File: src/rtl/magphase_fanout_pkg.sv
// Purpose: shared mode encodings, settings offsets and CHDR header field positions.
// Latency: n/a (types, constants and a combinational header helper only).
// Backpressure: n/a.
package magphase_fanout_pkg;

  typedef enum logic [1:0] {
    MODE_MAG      = 2'd0,
    MODE_PHASE    = 2'd1,
    MODE_MAGPHASE = 2'd2,
    MODE_OFF      = 2'd3
  } mode_e;

  localparam int SR_NEXT_DST_OFS = 0;
  localparam int SR_MODE_OFS     = 4;

  localparam int HDR_W       = 128;
  // SID occupies [95:64]: source endpoint in the upper half, destination in the lower.
  localparam int SID_SRC_LSB = 80;
  localparam int SID_DST_LSB = 64;

  // Rewrites the SID: source keeps the upstream destination's upper 12 bits and
  // takes the lane index as its low nibble; destination becomes this lane's next hop.
  function automatic logic [HDR_W-1:0] munge_hdr(input logic [HDR_W-1:0] hdr,
                                                 input logic [15:0]      next_dst,
                                                 input logic [3:0]       lane);
    logic [HDR_W-1:0] h;
    h = hdr;
    h[SID_SRC_LSB +: 16] = {hdr[SID_DST_LSB+4 +: 12], lane};
    h[SID_DST_LSB +: 16] = next_dst;
    return h;
  endfunction

endpackage

File: src/rtl/magphase_fanout_fifo.sv
// Purpose: generic synchronous FIFO, depth 2**AW, first-word-fall-through read port.
// Latency: a word pushed at edge N is visible on dat_o after edge N.
// Backpressure: caller must not push when full unless popping in the same cycle.
module magphase_fanout_fifo #(
  parameter int W  = 8,
  parameter int AW = 2
) (
  input  logic          clk,
  input  logic          rst_n,
  input  logic          push_i,
  input  logic [W-1:0]  dat_i,
  input  logic          pop_i,
  output logic [W-1:0]  dat_o,
  output logic          full_o,
  output logic          empty_o,
  output logic [AW:0]   count_o
);

  logic [W-1:0]  mem_q [0:(1<<AW)-1];
  logic [AW-1:0] wptr_q, rptr_q;
  logic [AW:0]   count_q, count_d;

  // Storage array: contents are don't-care while empty, so no reset.
  always_ff @(posedge clk) begin
    if (push_i) mem_q[wptr_q] <= dat_i;
  end

  // Occupancy: a simultaneous push and pop leaves the count unchanged, even when full.
  always_comb begin
    count_d = count_q + (AW+1)'(push_i) - (AW+1)'(pop_i);
  end

  // Pointers wrap naturally at the power-of-two depth.
  always_ff @(posedge clk or negedge rst_n) begin
    if (!rst_n) begin
      wptr_q  <= '0;
      rptr_q  <= '0;
      count_q <= '0;
    end else begin
      if (push_i) wptr_q <= wptr_q + 1'b1;
      if (pop_i)  rptr_q <= rptr_q + 1'b1;
      count_q <= count_d;
    end
  end

  assign dat_o   = mem_q[rptr_q];
  assign full_o  = count_q[AW];
  assign empty_o = (count_q == '0);
  assign count_o = count_q;

endmodule

File: src/rtl/magphase_fanout_lane.sv
// Purpose: one output lane: mode formatting, SID munge, data and header FIFOs, output handshake.
// Latency: beat accepted at edge N appears on tvalid_o after edge N+1 (one staging register).
// Backpressure: dat_rdy_o drops once FIFO plus staging register hold 2**DATA_AWIDTH beats.
module magphase_fanout_lane
  import magphase_fanout_pkg::*;
#(
  parameter int WIDTH       = 16,
  parameter int DATA_AWIDTH = 5,
  parameter int HDR_AWIDTH  = 2,
  parameter int LANE_IDX    = 0
) (
  input  logic                 clk,
  input  logic                 rst_n,
  input  logic [1:0]           mode_i,
  input  logic [15:0]          next_dst_i,
  input  logic                 push_i,
  input  logic                 first_i,
  input  logic [2*WIDTH-1:0]   dat_i,
  input  logic                 last_i,
  input  logic [HDR_W-1:0]     hdr_i,
  output logic                 dat_rdy_o,
  output logic                 hdr_rdy_o,
  output logic [2*WIDTH-1:0]   tdata_o,
  output logic                 tlast_o,
  output logic                 tvalid_o,
  output logic [HDR_W-1:0]     tuser_o,
  input  logic                 tready_i
);

  localparam logic [DATA_AWIDTH:0] DDEPTH = {1'b1, {DATA_AWIDTH{1'b0}}};

  logic [WIDTH:0]       mag_inc;
  logic [WIDTH-1:0]     mag_half, mag_rc;
  logic [2*WIDTH-1:0]   fmt_dat;
  logic                 stage_vld_q, stage_vld_d;
  logic [2*WIDTH:0]     stage_dat_q, stage_dat_d;
  logic [2*WIDTH:0]     dhead;
  logic                 dempty, dfull_unused, dpop;
  logic [DATA_AWIDTH:0] dcount;
  logic [HDR_W-1:0]     hhead;
  logic                 hempty, hfull, hpop;
  logic [HDR_AWIDTH:0]  hcount_unused;

  // Round the unsigned magnitude to half scale and clamp into the signed positive range.
  always_comb begin
    mag_inc  = {1'b0, dat_i[2*WIDTH-1:WIDTH]} + (WIDTH+1)'(1);
    mag_half = mag_inc[WIDTH:1];
    mag_rc   = mag_half[WIDTH-1] ? {1'b0, {(WIDTH-1){1'b1}}} : mag_half;
    case (mode_i)
      MODE_MAG:      fmt_dat = {mag_rc, {WIDTH{1'b0}}};
      MODE_PHASE:    fmt_dat = {dat_i[WIDTH-1:0], {WIDTH{1'b0}}};
      MODE_MAGPHASE: fmt_dat = {mag_rc, dat_i[WIDTH-1:0]};
      default:       fmt_dat = '0;
    endcase
  end

  // Staging register next state: captures every beat this lane accepts.
  always_comb begin
    stage_vld_d = push_i;
    stage_dat_d = push_i ? {last_i, fmt_dat} : stage_dat_q;
  end

  // Staging register: its occupancy is counted against FIFO space, so it can always drain.
  always_ff @(posedge clk or negedge rst_n) begin
    if (!rst_n) begin
      stage_vld_q <= 1'b0;
      stage_dat_q <= '0;
    end else begin
      stage_vld_q <= stage_vld_d;
      stage_dat_q <= stage_dat_d;
    end
  end

  magphase_fanout_fifo #(.W(2*WIDTH+1), .AW(DATA_AWIDTH)) u_dfifo (
    .clk     (clk),
    .rst_n   (rst_n),
    .push_i  (stage_vld_q),
    .dat_i   (stage_dat_q),
    .pop_i   (dpop),
    .dat_o   (dhead),
    .full_o  (dfull_unused),
    .empty_o (dempty),
    .count_o (dcount)
  );

  magphase_fanout_fifo #(.W(HDR_W), .AW(HDR_AWIDTH)) u_hfifo (
    .clk     (clk),
    .rst_n   (rst_n),
    .push_i  (push_i & first_i),
    .dat_i   (munge_hdr(hdr_i, next_dst_i, 4'(LANE_IDX))),
    .pop_i   (hpop),
    .dat_o   (hhead),
    .full_o  (hfull),
    .empty_o (hempty),
    .count_o (hcount_unused)
  );

  assign dat_rdy_o = ((dcount + (DATA_AWIDTH+1)'(stage_vld_q)) != DDEPTH);
  assign hdr_rdy_o = !hfull;

  // Outputs are forced to zero while idle so nothing stale leaks out of the FIFO RAMs.
  assign tvalid_o = !dempty && !hempty;
  assign tdata_o  = tvalid_o ? dhead[2*WIDTH-1:0] : '0;
  assign tlast_o  = tvalid_o & dhead[2*WIDTH];
  assign tuser_o  = hempty ? '0 : hhead;
  assign dpop     = tvalid_o & tready_i;
  assign hpop     = dpop & dhead[2*WIDTH];

endmodule

File: src/rtl/magphase_fanout.sv
// Purpose: fan one magnitude/phase CHDR stream out to NUM_OUT independently buffered lanes.
// Latency: two cycles from input acceptance to lane output valid.
// Backpressure: input accepted only when every enabled lane has room (lockstep); all-off drops.
module magphase_fanout
  import magphase_fanout_pkg::*;
#(
  parameter int NUM_OUT     = 2,
  parameter int WIDTH       = 16,
  parameter int DATA_AWIDTH = 5,
  parameter int HDR_AWIDTH  = 2,
  parameter int SR_BASE     = 128
) (
  input  logic                       clk,
  input  logic                       reset_n,
  input  logic                       set_stb,
  input  logic [7:0]                 set_addr,
  input  logic [31:0]                set_data,
  input  logic [2*WIDTH-1:0]         i_tdata,
  input  logic [127:0]               i_tuser,
  input  logic                       i_tlast,
  input  logic                       i_tvalid,
  output logic                       i_tready,
  output logic [NUM_OUT*2*WIDTH-1:0] o_tdata,
  output logic [NUM_OUT*128-1:0]     o_tuser,
  output logic [NUM_OUT-1:0]         o_tlast,
  output logic [NUM_OUT-1:0]         o_tvalid,
  input  logic [NUM_OUT-1:0]         o_tready,
  output logic [31:0]                drop_count
);

  logic [15:0]        next_dst_q    [NUM_OUT];
  logic [1:0]         mode_shadow_q [NUM_OUT];
  logic [1:0]         mode_active_q [NUM_OUT];
  logic [1:0]         eff_mode      [NUM_OUT];
  logic [NUM_OUT-1:0] lane_en, lane_dat_rdy, lane_hdr_rdy;
  logic               in_pkt_q, in_pkt_d;
  logic [31:0]        drop_count_q, drop_count_d;
  logic               init_q;
  logic               accept, all_off;
  logic               set_data_unused;

  assign set_data_unused = ^set_data[31:16];

  // Settings registers; writes land in the shadow, never directly in the active mode.
  always_ff @(posedge clk or negedge reset_n) begin
    if (!reset_n) begin
      for (int k = 0; k < NUM_OUT; k++) begin
        next_dst_q[k]    <= '0;
        mode_shadow_q[k] <= (k == 0) ? MODE_MAG : (k == 1) ? MODE_PHASE : MODE_OFF;
        mode_active_q[k] <= (k == 0) ? MODE_MAG : (k == 1) ? MODE_PHASE : MODE_OFF;
      end
    end else begin
      for (int k = 0; k < NUM_OUT; k++) begin
        if (set_stb && set_addr == 8'(SR_BASE + SR_NEXT_DST_OFS + k)) next_dst_q[k] <= set_data[15:0];
        if (set_stb && set_addr == 8'(SR_BASE + SR_MODE_OFS + k))     mode_shadow_q[k] <= set_data[1:0];
        if (!in_pkt_q) mode_active_q[k] <= mode_shadow_q[k];
      end
    end
  end

  // Packet-tracking and drop-counter next state.
  always_comb begin
    in_pkt_d     = in_pkt_q;
    drop_count_d = drop_count_q;
    if (accept) begin
      in_pkt_d = !i_tlast;
      if (all_off && drop_count_q != '1) drop_count_d = drop_count_q + 32'd1;
    end
  end

  // Packet state, drop counter and the post-reset ready enable.
  always_ff @(posedge clk or negedge reset_n) begin
    if (!reset_n) begin
      in_pkt_q     <= 1'b0;
      drop_count_q <= '0;
      init_q       <= 1'b0;
    end else begin
      in_pkt_q     <= in_pkt_d;
      drop_count_q <= drop_count_d;
      init_q       <= 1'b1;
    end
  end

  // Between packets the shadow mode is used directly, so a first beat sees the shadow
  // as it stood before any same-cycle write; mid-packet the latched mode is frozen.
  for (genvar k = 0; k < NUM_OUT; k++) begin : g_lane
    assign eff_mode[k] = in_pkt_q ? mode_active_q[k] : mode_shadow_q[k];
    assign lane_en[k]  = (eff_mode[k] != MODE_OFF);

    magphase_fanout_lane #(
      .WIDTH       (WIDTH),
      .DATA_AWIDTH (DATA_AWIDTH),
      .HDR_AWIDTH  (HDR_AWIDTH),
      .LANE_IDX    (k)
    ) u_lane (
      .clk        (clk),
      .rst_n      (reset_n),
      .mode_i     (eff_mode[k]),
      .next_dst_i (next_dst_q[k]),
      .push_i     (accept & lane_en[k]),
      .first_i    (!in_pkt_q),
      .dat_i      (i_tdata),
      .last_i     (i_tlast),
      .hdr_i      (i_tuser),
      .dat_rdy_o  (lane_dat_rdy[k]),
      .hdr_rdy_o  (lane_hdr_rdy[k]),
      .tdata_o    (o_tdata[k*2*WIDTH +: 2*WIDTH]),
      .tlast_o    (o_tlast[k]),
      .tvalid_o   (o_tvalid[k]),
      .tuser_o    (o_tuser[k*128 +: 128]),
      .tready_i   (o_tready[k])
    );
  end

  // Disabled lanes never hold the input back; with every lane off the reduction is 1.
  assign all_off    = ~|lane_en;
  assign i_tready   = init_q & (&(lane_dat_rdy | ~lane_en))
                             & (in_pkt_q | (&(lane_hdr_rdy | ~lane_en)));
  assign accept     = i_tvalid & i_tready;
  assign drop_count = drop_count_q;

endmodule

File: config.mk
export PLATFORM = sky130hd
export DESIGN_NAME = magphase_fanout
export DESIGN_NICKNAME = d
export VERILOG_FILES = /design/src/rtl/magphase_fanout_pkg.sv /design/src/rtl/magphase_fanout_fifo.sv /design/src/rtl/magphase_fanout_lane.sv /design/src/rtl/magphase_fanout.sv
export SDC_FILE = /design/constraint.sdc
export NUM_CORES = 2
export LEC_CHECK = 0
export BUFFER_PORTS_ARGS = -buffer_cell sky130_fd_sc_hd__buf_4
export CAP_MARGIN = 20
export CORE_MARGIN = 2
export CORE_UTILIZATION = 35
export CTS_CLUSTER_DIAMETER = 80
export CTS_CLUSTER_SIZE = 24
export DETAILED_ROUTE_END_ITERATION = 8
export MAX_ROUTING_LAYER = met4
export PLACE_DENSITY = 0.54
export SYNTH_ARGS = -nofsm -noshare
export SYNTH_HDL_FRONTEND = slang
export SYNTH_SLANG_ARGS = --single-unit
File: constraint.sdc
create_clock -name clk -period 6.6 [get_ports clk]
set_input_delay 0.33 -clock clk [delete_from_list [all_inputs] [get_ports clk]]
set_output_delay 0.33 -clock clk [all_outputs]
set_load 0.01 [all_outputs]
==> results.py <==
metrics = {
    "floorplanning": {
        "core_sq_um": 362000,
        "num_rows": 221,
        "die_w_um": 606,
        "die_area_sq_um": 367000,
        "die_h_um": 606,
        "start_util_pct": 35.1,
        "ioPinCount": 564,
    },
    "setup_path": {
        "rr_endpoint": "g_lane[0].u_lane.u_hfifo.mem_q[1][45]",
        "crit_path_end_kind": "output port",
        "cp.arrival_ns": 4.65,
        "r2r_cells": 9,
        "cp_max_fo": 52,
        "crit_required_ns": 6.27,
        "start_kind": "flop",
        "rrSetupSlack_ns": 2.26,
        "path_class": "reg -> out",
        "reg2reg_from": "g_lane[0].u_lane.stage_vld_q",
    },
    "clock_tree": {
        "cts_buffer_depth": 4,
        "htreeDepth": 4,
        "clkTransAtPathRegs_ns": 0.11,
        "post_cts_buffers": 0,
        "cts_tree": "yes",
        "cts_resized": 0,
        "clockRootBuffer": "clkbuf_16",
        "clkLatencyLatePin_ns": 0.93,
        "cts_made_buffers": 175,
        "clock_sinks": 3292,
    },
    "grt": {
        "grtUsageTotal_pct": 18.5,
        "grt_pass1_vias": 62386,
        "antenna_found_initial": 30,
        "grt_max_degree": 126,
        "grt_pass1_wl_um": 474000,
        "grt_overflow": 0,
    },
    "synthesis": {
        "yosysMostFrequentCell": "edfxtp_1",
        "ys_seq_area_share_pct": 77.2,
        "synth_edf_count": 3104,
        "yosysTopAreaCell": "edfxtp_1",
        "synthCells": 5880,
        "synth_xor_area_share_pct": 0.503,
        "synth_common_cells": "edfxtp_1 (3,104), mux4_2 (764), dfrtp_1 (186)",
        "yosys_warnings": 0,
        "synth_cell_types": 67,
        "synth_top_family_by_area": "multiplexers",
        "synth_area_leaders": "edfxtp_1 (73%), mux4_2 (14%), dfrtp_1 (3.7%)",
        "syn_area_sq_um": 127000,
        "synth_compound_area_share_pct": 2.23,
        "synth_seq_cells": 3292,
        "async_flop_share_pct": 5.71,
        "synth_flop_cell": "edfxtp_1",
        "avgSynthCellArea_sq_um": 21.6,
        "synth_top_area_share_pct": 73.5,
        "synth_adder_area_share_pct": 0.347,
        "synthMuxAreaShare_pct": 15.3,
        "yosys.area_share.simple_pct": 3.13,
    },
    "flow_run": {
        "cap_violations": 0,
    },
    "pwr": {
        "ir_worst_vdd_v": 0.000414,
        "p_total_mw": 58.4,
        "powerDensity_nw_per_um2": 402,
        "leakagePower_nw": 45.6,
    },
    "drt": {
        "firstDrtPassIters": 6,
        "wl_per_cell_um": 29.3,
        "ant_nets": 0,
        "dr.max_layer_used": "met4",
        "avgViaCountPerCell": 5.35,
        "wl_met3_um": 17100,
        "wl_met1_um": 140000,
        "wl_met2_um": 169000,
        "wirelength_um": 337000,
        "num_vias": 61566,
        "drt_iter0_markers": 6393,
        "drc": 0,
    },
    "hold_path": {
        "worstHoldPathCells": 5,
        "holdCritStartpoint": "i_tdata[23]",
        "hold_path_end": "g_lane[1].u_lane.stage_dat_q[22]",
        "hold_class": "in -> reg",
    },
    "status": {
        "status": "finished clean",
    },
    "sta": {
        "min_period_ns": 4.98,
        "fin_crit_sh_pct": 75.4,
        "relSlewSlack_pct": 18.1,
        "fin_ws_ns": 1.62,
        "rsz0062_at_grt": "false",
        "max_slew.worst_pin.slew_ns": 1.22,
        "fin_tns_setup_ns": 0,
        "holdWs_ns": 0.173,
        "finalHoldViolations": 0,
        "fmax_mhz": 201,
        "slew_violations": 0,
        "fin_skew_ns": 0.0719,
        "setup_viol": 0,
    },
    "cells_and_area": {
        "drive_gt1_share_pct": 29.0,
        "design_area_sq_um": 145000,
        "utilization_pct": 40.2,
        "final_nets": 6839,
        "fillCellCount": 32111,
        "areaGrowthSynthToFinish_pct": 14.5,
        "final_cells": 11512,
    },
    "placement": {
        "portBuffers": 520,
        "dp_cells": 11020,
        "place_ws_ns": 2.20,
        "dpl_cell_area_sq_um": 137000,
        "place_congestion": 0.851,
        "hpwl_um": 196000,
    },
}
sequential cells by signal, indices dropped and copies added, names as in the netlist:
name                           flops
g_lane.u_lane.u_dfifo.mem_q     2112
g_lane.u_lane.stage_vld_q          2
g_lane.u_lane.u_hfifo.count_o      6
g_lane.u_lane.u_dfifo.rptr_q      10
mode_active_q                      4
init_q                             1
g_lane.u_lane.u_dfifo.wptr_q      10
g_lane.u_lane.u_dfifo.count_o     12
mode_shadow_q                      4
in_pkt_q                           1
g_lane.u_lane.u_hfifo.wptr_q       4
next_dst_q                        32
drop_count                        32
g_lane.u_lane.u_hfifo.rptr_q       4
g_lane.u_lane.stage_dat_q         66
g_lane.u_lane.u_hfifo.mem_q      992
kinds of logic (layout without fill, tap and decap cells):
logic type                 after synthesis  in the layout
buffers and inverters                  368           1183
xor gates and xnor gates                72             72
and+or+nand+nor                        740            740
DFF                                   3292           3292
other                                    2             25
muxes                                  957            957
AOI/OAI and AO/OA                      415            415
adders and majority gates               34             34
worst max-delay path, cell delays in order, from the launching register on:
cell	delay, ns
dfrtp_4	0.95
buf_4	0.88
mux4_2	0.61
a22oi_1	0.20
nand2_1	0.11
a21oi_1	0.53
nor2_1	0.10
buf_4	0.18
report_power, final:
part	internal [mW]	total [mW]	leakage, nW	switching (mW)
combinational	8.73	19.6	13.3	10.9
clock	5.27	12.2	2.59	6.91
sequential	24.9	26.6	29.7	1.68
total	38.9	58.4	45.6	19.5
metal layers:
metal / track usage [%] / up-vias
met5: - / -
met4: 5.37 / 0
met3: 2.39 / 427
met2: 30.5 / 1708
met1: 24.2 / 33926
li1: - / 25505
area by class of cell:
type	instances	area (sq um)	share of cell area, %
diodes	17	42.5	0.0293
clock buffers	224	4620	3.18
inverters	41	161	0.111
clock inverters	56	756	0.520
flip-flops and latches	3292	98000	67.4
repair buffers	862	7920	5.45
well taps	4794	6000	4.13
multi-input cells	2226	27800	19.1
how the worst max path moves through the flow:
stage,cells after the start,slack [ns],from,end
2_1_floorplan,9,1.37,g_lane[0].u_lane.u_dfifo.count_o[0],g_lane[0].u_lane.u_hfifo.mem_q[0][0]
3_3_place_gp,9,2.29,g_lane[0].u_lane.stage_vld_q,g_lane[1].u_lane.u_hfifo.mem_q[1][16]
3_5_place_dp,9,2.20,g_lane[0].u_lane.stage_vld_q,g_lane[1].u_lane.u_hfifo.mem_q[1][16]
4_1_cts,8,1.44,g_lane[0].u_lane.u_dfifo.rptr_q[2],o_tdata[26]
5_1_grt,7,1.32,g_lane[0].u_lane.u_dfifo.rptr_q[0],o_tdata[28]
6_report,7,1.62,g_lane[0].u_lane.u_dfifo.rptr_q[1],o_tdata[2]
placed cells by master, fill, tap and decap left out, drive strengths merged, types with 26 or more instances in the layout:
master       instances
a211oi              32
a21oi              107
a22o                40
a22oi              148
and2               141
buf                709
clkbuf             224
clkinv              26
dfrtp              186
dlygate4sd3        153
edfxtp            3104
ha                  32
inv                 63
mux2               134
mux2i               59
mux4               764
nand2              120
nand3               38
nor2               146
nor2b              164
nor3                64
o21ai               36
o22ai               29
xnor2               54
repair_timing:
item,4_1_cts,5_1_grt
hold endpoints to repair,1146,0
setup endpoints to repair,0,0
hold buffers,154,0
Note: power is estimated with default switching activity, not from simulation.
